## src/rtl/com_to_fifo_if.sv

```systemverilog
// FIFO-side write port of the UART receive stage: byte, strobe and FIFO status.
interface com_to_fifo_if;
  logic [7:0] fifo_data;
  logic       fifo_we;
  logic       is_finish;
  logic       fifo_busy;
  logic       fifo_full;

  modport master (
    output fifo_data, fifo_we, is_finish,
    input  fifo_busy, fifo_full
  );

  modport slave (
    input  fifo_data, fifo_we, is_finish,
    output fifo_busy, fifo_full
  );
endinterface

```

## src/rtl/com_to_fifo.sv

```systemverilog
// UART receiver (8N1, or 8 + parity + stop when COM_TO_FIFO_PARITY_EN is defined) writing each byte into a FIFO.
// One-byte holding register decouples reception from FIFO backpressure; a write issues the cycle after a byte is held.
module com_to_fifo #(
  parameter int CLKS_PER_BIT = 16,
  parameter int PARITY_ODD   = 0
) (
  input  logic                clk,
  input  logic                reset,
  input  logic                enable,
  input  logic                rx,
  com_to_fifo_if.master       fifo,
  output logic                busy,
  output logic                frame_err,
  output logic                overrun_err,
  output logic                parity_err
);

  localparam int CNT_W = (CLKS_PER_BIT > 1) ? $clog2(CLKS_PER_BIT) : 1;
  localparam logic [CNT_W-1:0] CNT_LAST = CNT_W'(CLKS_PER_BIT - 1);
  localparam logic [CNT_W-1:0] CNT_HALF = CNT_W'(CLKS_PER_BIT / 2 - 1);

  if (CLKS_PER_BIT < 4 || (CLKS_PER_BIT % 2) != 0 || PARITY_ODD < 0 || PARITY_ODD > 1) begin : g_bad_param
    $error("com_to_fifo: CLKS_PER_BIT must be even and >= 4, PARITY_ODD must be 0 or 1");
  end

`ifdef COM_TO_FIFO_PARITY_EN
  typedef enum logic [2:0] {IDLE, START, DATA, PARITY, STOP, WAIT_HIGH} state_t;
`else
  typedef enum logic [2:0] {IDLE, START, DATA, STOP, WAIT_HIGH} state_t;
`endif

  state_t           state_q, state_d;
  logic [CNT_W-1:0] cnt_q, cnt_d;
  logic [2:0]       idx_q, idx_d;
  logic [7:0]       shift_q, shift_d;
  logic             rx_m, rx_s;
  logic             byte_vld;
  logic             frame_err_set;
  logic             parity_err_set;
  logic             bit_end;
  logic [7:0]       data_q;
  logic             pending_q;
  logic             wr;

`ifdef COM_TO_FIFO_PARITY_EN
  logic par_q, par_d;
  logic par_bad;
  assign par_bad = ((^shift_q) ^ par_q) != (PARITY_ODD != 0);
`endif

  // rx is asynchronous: two flops, idle-high reset so no false start after reset
  always_ff @(posedge clk or posedge reset) begin
    if (reset) begin
      rx_m <= 1'b1;
      rx_s <= 1'b1;
    end else begin
      rx_m <= rx;
      rx_s <= rx_m;
    end
  end

  assign bit_end = (cnt_q == CNT_LAST);

  always_ff @(posedge clk or posedge reset) begin
    if (reset) begin
      state_q <= IDLE;
      cnt_q   <= '0;
      idx_q   <= '0;
      shift_q <= '0;
`ifdef COM_TO_FIFO_PARITY_EN
      par_q   <= 1'b0;
`endif
    end else begin
      state_q <= state_d;
      cnt_q   <= cnt_d;
      idx_q   <= idx_d;
      shift_q <= shift_d;
`ifdef COM_TO_FIFO_PARITY_EN
      par_q   <= par_d;
`endif
    end
  end

  always_comb begin
    state_d        = state_q;
    cnt_d          = cnt_q;
    idx_d          = idx_q;
    shift_d        = shift_q;
`ifdef COM_TO_FIFO_PARITY_EN
    par_d          = par_q;
`endif
    byte_vld       = 1'b0;
    frame_err_set  = 1'b0;
    parity_err_set = 1'b0;

    if (!enable && state_q != IDLE) begin
      state_d = IDLE;
    end else begin
      case (state_q)
        IDLE: begin
          if (enable && !rx_s) begin
            state_d = START;
            cnt_d   = '0;
          end
        end
        START: begin
          if (cnt_q == CNT_HALF) begin
            cnt_d   = '0;
            idx_d   = '0;
            state_d = rx_s ? IDLE : DATA;
          end else begin
            cnt_d = cnt_q + 1'b1;
          end
        end
        DATA: begin
          if (bit_end) begin
            cnt_d          = '0;
            shift_d[idx_q] = rx_s;
            idx_d          = idx_q + 1'b1;
            if (idx_q == 3'd7) begin
`ifdef COM_TO_FIFO_PARITY_EN
              state_d = PARITY;
`else
              state_d = STOP;
`endif
            end
          end else begin
            cnt_d = cnt_q + 1'b1;
          end
        end
`ifdef COM_TO_FIFO_PARITY_EN
        PARITY: begin
          if (bit_end) begin
            cnt_d   = '0;
            par_d   = rx_s;
            state_d = STOP;
          end else begin
            cnt_d = cnt_q + 1'b1;
          end
        end
`endif
        STOP: begin
          if (bit_end) begin
            cnt_d = '0;
`ifdef COM_TO_FIFO_PARITY_EN
            parity_err_set = par_bad;
            byte_vld       = rx_s && !par_bad;
`else
            byte_vld       = rx_s;
`endif
            if (rx_s) begin
              state_d = IDLE;
            end else begin
              frame_err_set = 1'b1;
              state_d       = WAIT_HIGH;
            end
          end else begin
            cnt_d = cnt_q + 1'b1;
          end
        end
        WAIT_HIGH: begin
          if (rx_s) state_d = IDLE;
        end
        default: state_d = IDLE;
      endcase
    end
  end

  // A byte arriving on the write edge refills the holding register, so it is not an overrun
  assign wr = pending_q && !fifo.fifo_busy && !fifo.fifo_full;

  always_ff @(posedge clk or posedge reset) begin
    if (reset) begin
      data_q      <= '0;
      pending_q   <= 1'b0;
      frame_err   <= 1'b0;
      overrun_err <= 1'b0;
    end else begin
      if (byte_vld && (!pending_q || wr)) begin
        data_q    <= shift_q;
        pending_q <= 1'b1;
      end else if (wr) begin
        pending_q <= 1'b0;
      end
      if (byte_vld && pending_q && !wr) overrun_err <= 1'b1;
      if (frame_err_set) frame_err <= 1'b1;
    end
  end

`ifdef COM_TO_FIFO_PARITY_EN
  always_ff @(posedge clk or posedge reset) begin
    if (reset) begin
      parity_err <= 1'b0;
    end else if (parity_err_set) begin
      parity_err <= 1'b1;
    end
  end
`else
  assign parity_err = 1'b0;
`endif

  assign fifo.fifo_data = data_q;
  assign fifo.fifo_we   = wr;
  assign fifo.is_finish = wr;
  assign busy           = (state_q != IDLE) || pending_q;

endmodule

```

## src/flat_wrapper.sv

```systemverilog
// flat-port wrapper written by rule: the top's interface ports become plain ports
module com_to_fifo_flat 
#(
  parameter int CLKS_PER_BIT = 16,
  parameter int PARITY_ODD   = 0
)
  (clk, reset, enable, rx, busy, frame_err, overrun_err, parity_err, fifo_fifo_data, fifo_fifo_we, fifo_is_finish, fifo_fifo_busy, fifo_fifo_full);
  com_to_fifo_if fifo_i ();
  input  logic clk;
  input  logic reset;
  input  logic enable;
  input  logic rx;
  output logic busy;
  output logic frame_err;
  output logic overrun_err;
  output logic parity_err;
  output wire logic [$bits(fifo_i.fifo_data)-1:0] fifo_fifo_data;
  output wire logic [$bits(fifo_i.fifo_we)-1:0] fifo_fifo_we;
  output wire logic [$bits(fifo_i.is_finish)-1:0] fifo_is_finish;
  input wire logic [$bits(fifo_i.fifo_busy)-1:0] fifo_fifo_busy;
  input wire logic [$bits(fifo_i.fifo_full)-1:0] fifo_fifo_full;
  assign fifo_fifo_data = fifo_i.fifo_data;
  assign fifo_fifo_we = fifo_i.fifo_we;
  assign fifo_is_finish = fifo_i.is_finish;
  assign fifo_i.fifo_busy = fifo_fifo_busy;
  assign fifo_i.fifo_full = fifo_fifo_full;
  com_to_fifo #(.CLKS_PER_BIT(CLKS_PER_BIT), .PARITY_ODD(PARITY_ODD)) u_core (.clk(clk), .reset(reset), .enable(enable), .rx(rx), .fifo(fifo_i), .busy(busy), .frame_err(frame_err), .overrun_err(overrun_err), .parity_err(parity_err));
endmodule
```

## config.mk

```make
export PLATFORM = sky130hd
export DESIGN_NAME = com_to_fifo_flat
export DESIGN_NICKNAME = d
export VERILOG_FILES = /design/src/rtl/com_to_fifo_if.sv /design/src/rtl/com_to_fifo.sv /design/src/flat_wrapper.sv
export SDC_FILE = /design/constraint.sdc
export NUM_CORES = 1
export LEC_CHECK = 0
export CORE_UTILIZATION = 53
export CTS_CLUSTER_DIAMETER = 40
export DETAILED_ROUTE_END_ITERATION = 12
export PLACE_DENSITY_LB_ADDON = 0.1
export SLEW_MARGIN = 20
export SYNTH_ARGS = -nofsm -noshare
export SYNTH_HDL_FRONTEND = slang
export SYNTH_SLANG_ARGS = --single-unit
```

## constraint.sdc

```tcl
create_clock -name clk -period 2.1 [get_ports clk]
set_clock_uncertainty 0.05 [all_clocks]
set_input_delay 0.42 -clock clk [delete_from_list [all_inputs] [get_ports clk]]
set_output_delay 0.42 -clock clk [all_outputs]
set_load 0.02 [all_outputs]
```

## Word-level counts from Yosys, hierarchy flattened

Cells that the tools add are included.

- RAM bits: 0
- Memory bits (read-only): 0
- Latch bits: 0
- Flip-flop bits (word level): 31
- Bits of input ports: 6
- Output and inout bits: 14
- Memories: 0
- Logic and storage cells: 86

- $lt $le $gt $ge: 2
- Shift operators: 0
- Multiplexer cells: 29
- Add/sub/neg operators: 2
- Reduce and logical (&&, ||, !) cells: 26
- Bitwise gates (word level): 1
- Equal/unequal tests: 16
- Multipliers: 0
- Div/mod/pow operators: 0

Operator list:

| operator | count |
|---|---|
| 2-to-1 mux 3 bit | 10 |
| != test 3 x 1 -> 1 bit (second input constant) | 6 |
| case mux 3 bit (5 select lines) | 1 |
| 2-to-1 mux 4 bit | 3 |
| case mux 4 bit (3 select lines) | 1 |
| 2-to-1 mux 1 bit | 10 |
| bitwise mux 8 bit | 1 |
| logical AND 1 bit | 8 |
| equality test 3 x 2 -> 1 bit (second input constant) | 2 |
| equality test 3 bit (second input constant) | 2 |
| logical NOT 1 bit | 6 |
| != test 2 x 1 -> 1 bit (second input constant) | 3 |
| case mux 3 bit (2 select lines) | 1 |
| AND reduction 3 bit | 2 |
| AND reduction 6 bit | 1 |
| nonzero test 3 bit | 2 |
| adder 4 x 1 -> 4 bit (second input constant) | 1 |
| equality test 4 x 3 -> 1 bit (second input constant) | 1 |
| equality test 4 bit (second input constant) | 1 |
| < comparator 3 x 4 -> 1 bit (second input constant) | 1 |
| AND reduction 4 bit | 1 |
| nonzero test 2 bit | 2 |
| adder 3 x 1 -> 3 bit (second input constant) | 1 |
| demux 1 bit (select 3 bit) | 1 |
| other kinds (7) | 8 |

## Depth between registers and ports, before layout

- Depth after elaboration: 6
- Gate-level depth with buffers: 7
- Depth with buffers taken out: 5

## Worst setup path before layout

Ideal clock, no wire load.

- Kind: register to register
- Start point: register u_core.cnt_q[0]
- End point: register u_core.data_q[0], in the netlist u_core.fifo.fifo_data[0]
- Setup time: 0.125 ns
- Required time: 1.925 ns
- Cell stages (with the launch flop): 8
- Path buffers: 2
- Setup slack: 0.302 ns
- Period minus slack after synthesis: 1.798 ns
- Arrival: 1.624 ns
- Path through: dfrtp_1 > ha_1 > and3_2 > buf_2 > nand4_1 > nor2b_1 > buf_4 > mux2_2

- Longest elaborated chain between the ends: 5

RTL lines:

| item | RTL line | text |
|---|---|---|
| from (decl) | com_to_fifo.sv:33 | `logic [CNT_W-1:0] cnt_q, cnt_d;` |
| from (signal assigned) | com_to_fifo.sv:75 | `cnt_q <= cnt_d;` |
| equality test 4 bit | com_to_fifo.sv:62 | `assign bit_end = (cnt_q == CNT_LAST);` |
| 2-to-1 mux 1 bit | com_to_fifo.sv:143 | `if (bit_end) begin` |
| 2-to-1 mux 1 bit | com_to_fifo.sv:99 | `case (state_q)` |
| 2-to-1 mux 1 bit | com_to_fifo.sv:96 | `if (!enable && state_q != IDLE) begin` |
| logical AND 1 bit | com_to_fifo.sv:179 | `if (byte_vld && (!pending_q \|\| wr)) begin` |
| to (signal assigned) | com_to_fifo.sv:180 | `data_q <= shift_q;` |
| to (decl) | com_to_fifo.sv:41 | `logic [7:0] data_q;` |

Every way passes these cells.
A chain may end at the register's enable or synchronous reset.

## Worst setup path after layout

- Start point: register u_core.cnt_q[0]
- End point: register u_core.data_q[3], in the netlist u_core.fifo.fifo_data[3]

The elaborated chain is that of the path after synthesis.

==> flow_summary.json <==
{
  "ctsRootBufferMaster": "clkbuf_4",
  "routed_wirelength_mm": 2.72,
  "dp_cells": 174,
  "ff_latch_area_um2": 778,
  "cts_buffer_depth": 2,
  "ys_seq_area_share_pct": 53.2,
  "post-route-util_pct": 69.1,
  "vdd_ir_drop_max_mv": 0.499,
  "synth-seq-cells": 31,
  "netlist.area_leader.share_pct": 49.6,
  "synth_edf_count": 0,
  "critPathArrivalTime_ns": 2.12,
  "regToRegSetupSlack_ns": 0.14,
  "numPortBuffers": 18,
  "h-tree-depth": 2,
  "cap_violations": 0,
  "status": "completed",
  "met1_length_mm": 1.17,
  "synth_nets": 134,
  "finalCritPeriodShare_pct": 93.3,
  "final_cell_mix": "dfrtp_1 (29), mux2_2 (17), clkdlybuf4s50_1 (15), nand2_1 (9)",
  "start_kind": "flip-flop",
  "fp.dieW_um": 54.5,
  "slew_viol_final": 0,
  "ff2ff_path_depth": 6,
  "dp_hpwl_mm": 1.91,
  "firstDrtPassIters": 4,
  "fin_nets": 160,
  "hold_buffers": 0,
  "synth_cell_types": 40,
  "cts_resized": 3,
  "coreArea_um2": 2540,
  "path_cells": "ha_1 -> and3_2 -> nand4_1 -> nor2b_1 -> buf_4 -> mux2_2",
  "gp_congestion": 0.817,
  "vias": 1031,
  "hold_viol": 0,
  "setup_viol": 0,
  "final_antenna_net_count": 0,
  "end_kind": "flip-flop",
  "grt_max_degree": 32,
  "pre_cts_slack_ns": -0.146,
  "synth_area_leaders": "dfrtp_1 (50%), mux2_2 (13%), dfstp_2 (3.6%)",
  "routed.top_layer": "met4",
  "drtIter0Drc": 16,
  "postCtsSetupBuffers": 0,
  "gr-total-overflow": 0,
  "die_height_um": 54.5,
  "grt_pass1_wl_mm": 4.20,
  "multi_input_area_um2": 633,
  "slowest_stage": "dfrtp_1",
  "viasPerCell": 5.66,
  "leakagePower_nw": 0.834,
  "cts_buffers": 5,
  "yosys_warnings": 0,
  "slowest_delay_ns": 0.39,
  "antenna_found_initial": 0,
  "insertion_delay_ns": 0.32,
  "antenna_cells": 0,
  "yosysTopAreaCell": "dfrtp_1",
  "drc_errors": 0,
  "ys.flop_type": "dfrtp_1",
  "finalNonFillerCells": 182,
  "setup_ws_ns": 0.141,
  "cp.depth": 6,
  "postSynthAreaPerCell_um2": 11.7,
  "worstHoldEndpoint": "u_core.rx_s$_DFF_PP1_",
  "path_buf_inv": 1,
  "area_growth_syn_to_layout_pct": 20.2,
  "cp_max_fo": 8,
  "wl_per_cell_um": 15.0,
  "required_ns": 2.26,
  "cts.sinks": 31,
  "final_area_um2": 1760,
  "rsz0062_at_grt": "false",
  "n_fill_cell": 198,
  "grt_pass1_vias": 992,
  "min-delay-start": "u_core.rx_m$_DFF_PP1_",
  "timing.rr.start": "u_core.cnt_q[0]$_DFFE_PP0P_",
  "cts_tree": "done",
  "dr_wl_met2_mm": 1.43,
  "dieArea_um2": 2970,
  "path_delay_family": "simple AND/OR/NAND/NOR gates",
  "io_pins": 20,
  "min_period_ns": 1.96,
  "clkSlewWorstSetupHoldPaths_ns": 0.09,
  "final_common_cell": "dfrtp_1",
  "r2r-end": "u_core.fifo.fifo_data[3]$_DFFE_PP0P_",
  "synthArstFlopShare_pct": 100,
  "power_density_nw_per_um2": 648,
  "crit_type": "flip-flop to flip-flop",
  "synthCells": 125,
  "whs_path_depth": 0,
  "detailed_place.area_um2": 1700,
  "clock.fmax_mhz": 510,
  "grtUsageTotal_pct": 21.0,
  "drive_above_1_share_pct": 26.3,
  "syn-cell-area_um2": 1460,
  "met3_length_um": 97,
  "hold_class": "flip-flop to flip-flop",
  "num_rows": 18,
  "initial_utilization_pct": 57.5
}
-- layout make-up --
class                      instances  share of cell area (%)
tap                               30                    2.14
timing repair buffer              25                    12.8
clock buffer                       8                    3.91
inverter                           4                   0.854
sequential                        31                    44.3
multi-input combinational         84                    36.0
-- flip-flops by register name, indices dropped and copies added (netlist names), 3 cells and up --
name	flops
u_core.cnt_q	4
u_core.shift_q	8
u_core.state_q	3
u_core.idx_q	3
u_core.fifo.fifo_data	8
-- cells by family (layout without fill, tap and decap cells) --
kind of cell / count (synthesis) / in the layout / synth area share, %
other cells: 1 / 1 / 0.256
compound gates: 16 / 16 / 8.21
fa+ha+maj: 3 / 3 / 2.57
simple gates: 44 / 44 / 17.1
flops: 31 / 31 / 53.2
mux: 20 / 20 / 15.1
buf+inv: 10 / 37 / 3.51
-- synth_stat cells, types with 2 or more instances --
cell type  instances
dfstp_2            2
nor2_1             7
nor3_1             2
nand4_1            4
mux2_2            17
ha_1               3
dfrtp_1           29
nand2b_1           3
nor3b_1            2
a21oi_1            3
buf_4              3
mux2i_1            3
nand2_1            9
buf_2              2
nor2b_1            7
inv_1              4
o21ai_0            2
-- where the power goes --
part	switching, mW	internal (mW)
Sequential	0.0197	0.615
Combinational	0.0596	0.0517
Clock	0.197	0.197
Total	0.276	0.864
-- worst max path at each step --
stage / slack [ns] / endpoint / from
2_1_floorplan: 0.30 / u_core.fifo.fifo_data[0]$_DFFE_PP0P_ / u_core.cnt_q[0]$_DFFE_PP0P_
3_5_place_dp: -0.15 / fifo_fifo_we / fifo_fifo_busy
6_report: 0.14 / u_core.fifo.fifo_data[3]$_DFFE_PP0P_ / u_core.cnt_q[0]$_DFFE_PP0P_
4_1_cts: 0.06 / busy / u_core.state_q[1]$_DFFE_PP0P_
3_3_place_gp: -0.08 / fifo_fifo_we / fifo_fifo_busy
5_1_grt: 0.05 / u_core.fifo.fifo_data[5]$_DFFE_PP0P_ / u_core.cnt_q[0]$_DFFE_PP0P_
-- routing by layer --
layer  vias up  GRT usage [%]
met5         -              0
met4         0           8.97
met3         4           7.78
met2        16           36.2
met1       517           23.0
li1        494              -
-- per-stage QoR --
step                hold slack [ns]  power, mW  TNS, ns
finish                        0.313       1.14        0
global route                  0.322       1.19        0
CTS                           0.315       1.15        0
detailed placement            0.302      0.760   -0.285
global placement              0.296      0.754   -0.166
floorplan                     0.295      0.715        0
Note: power is estimated with default switching activity, not from simulation.
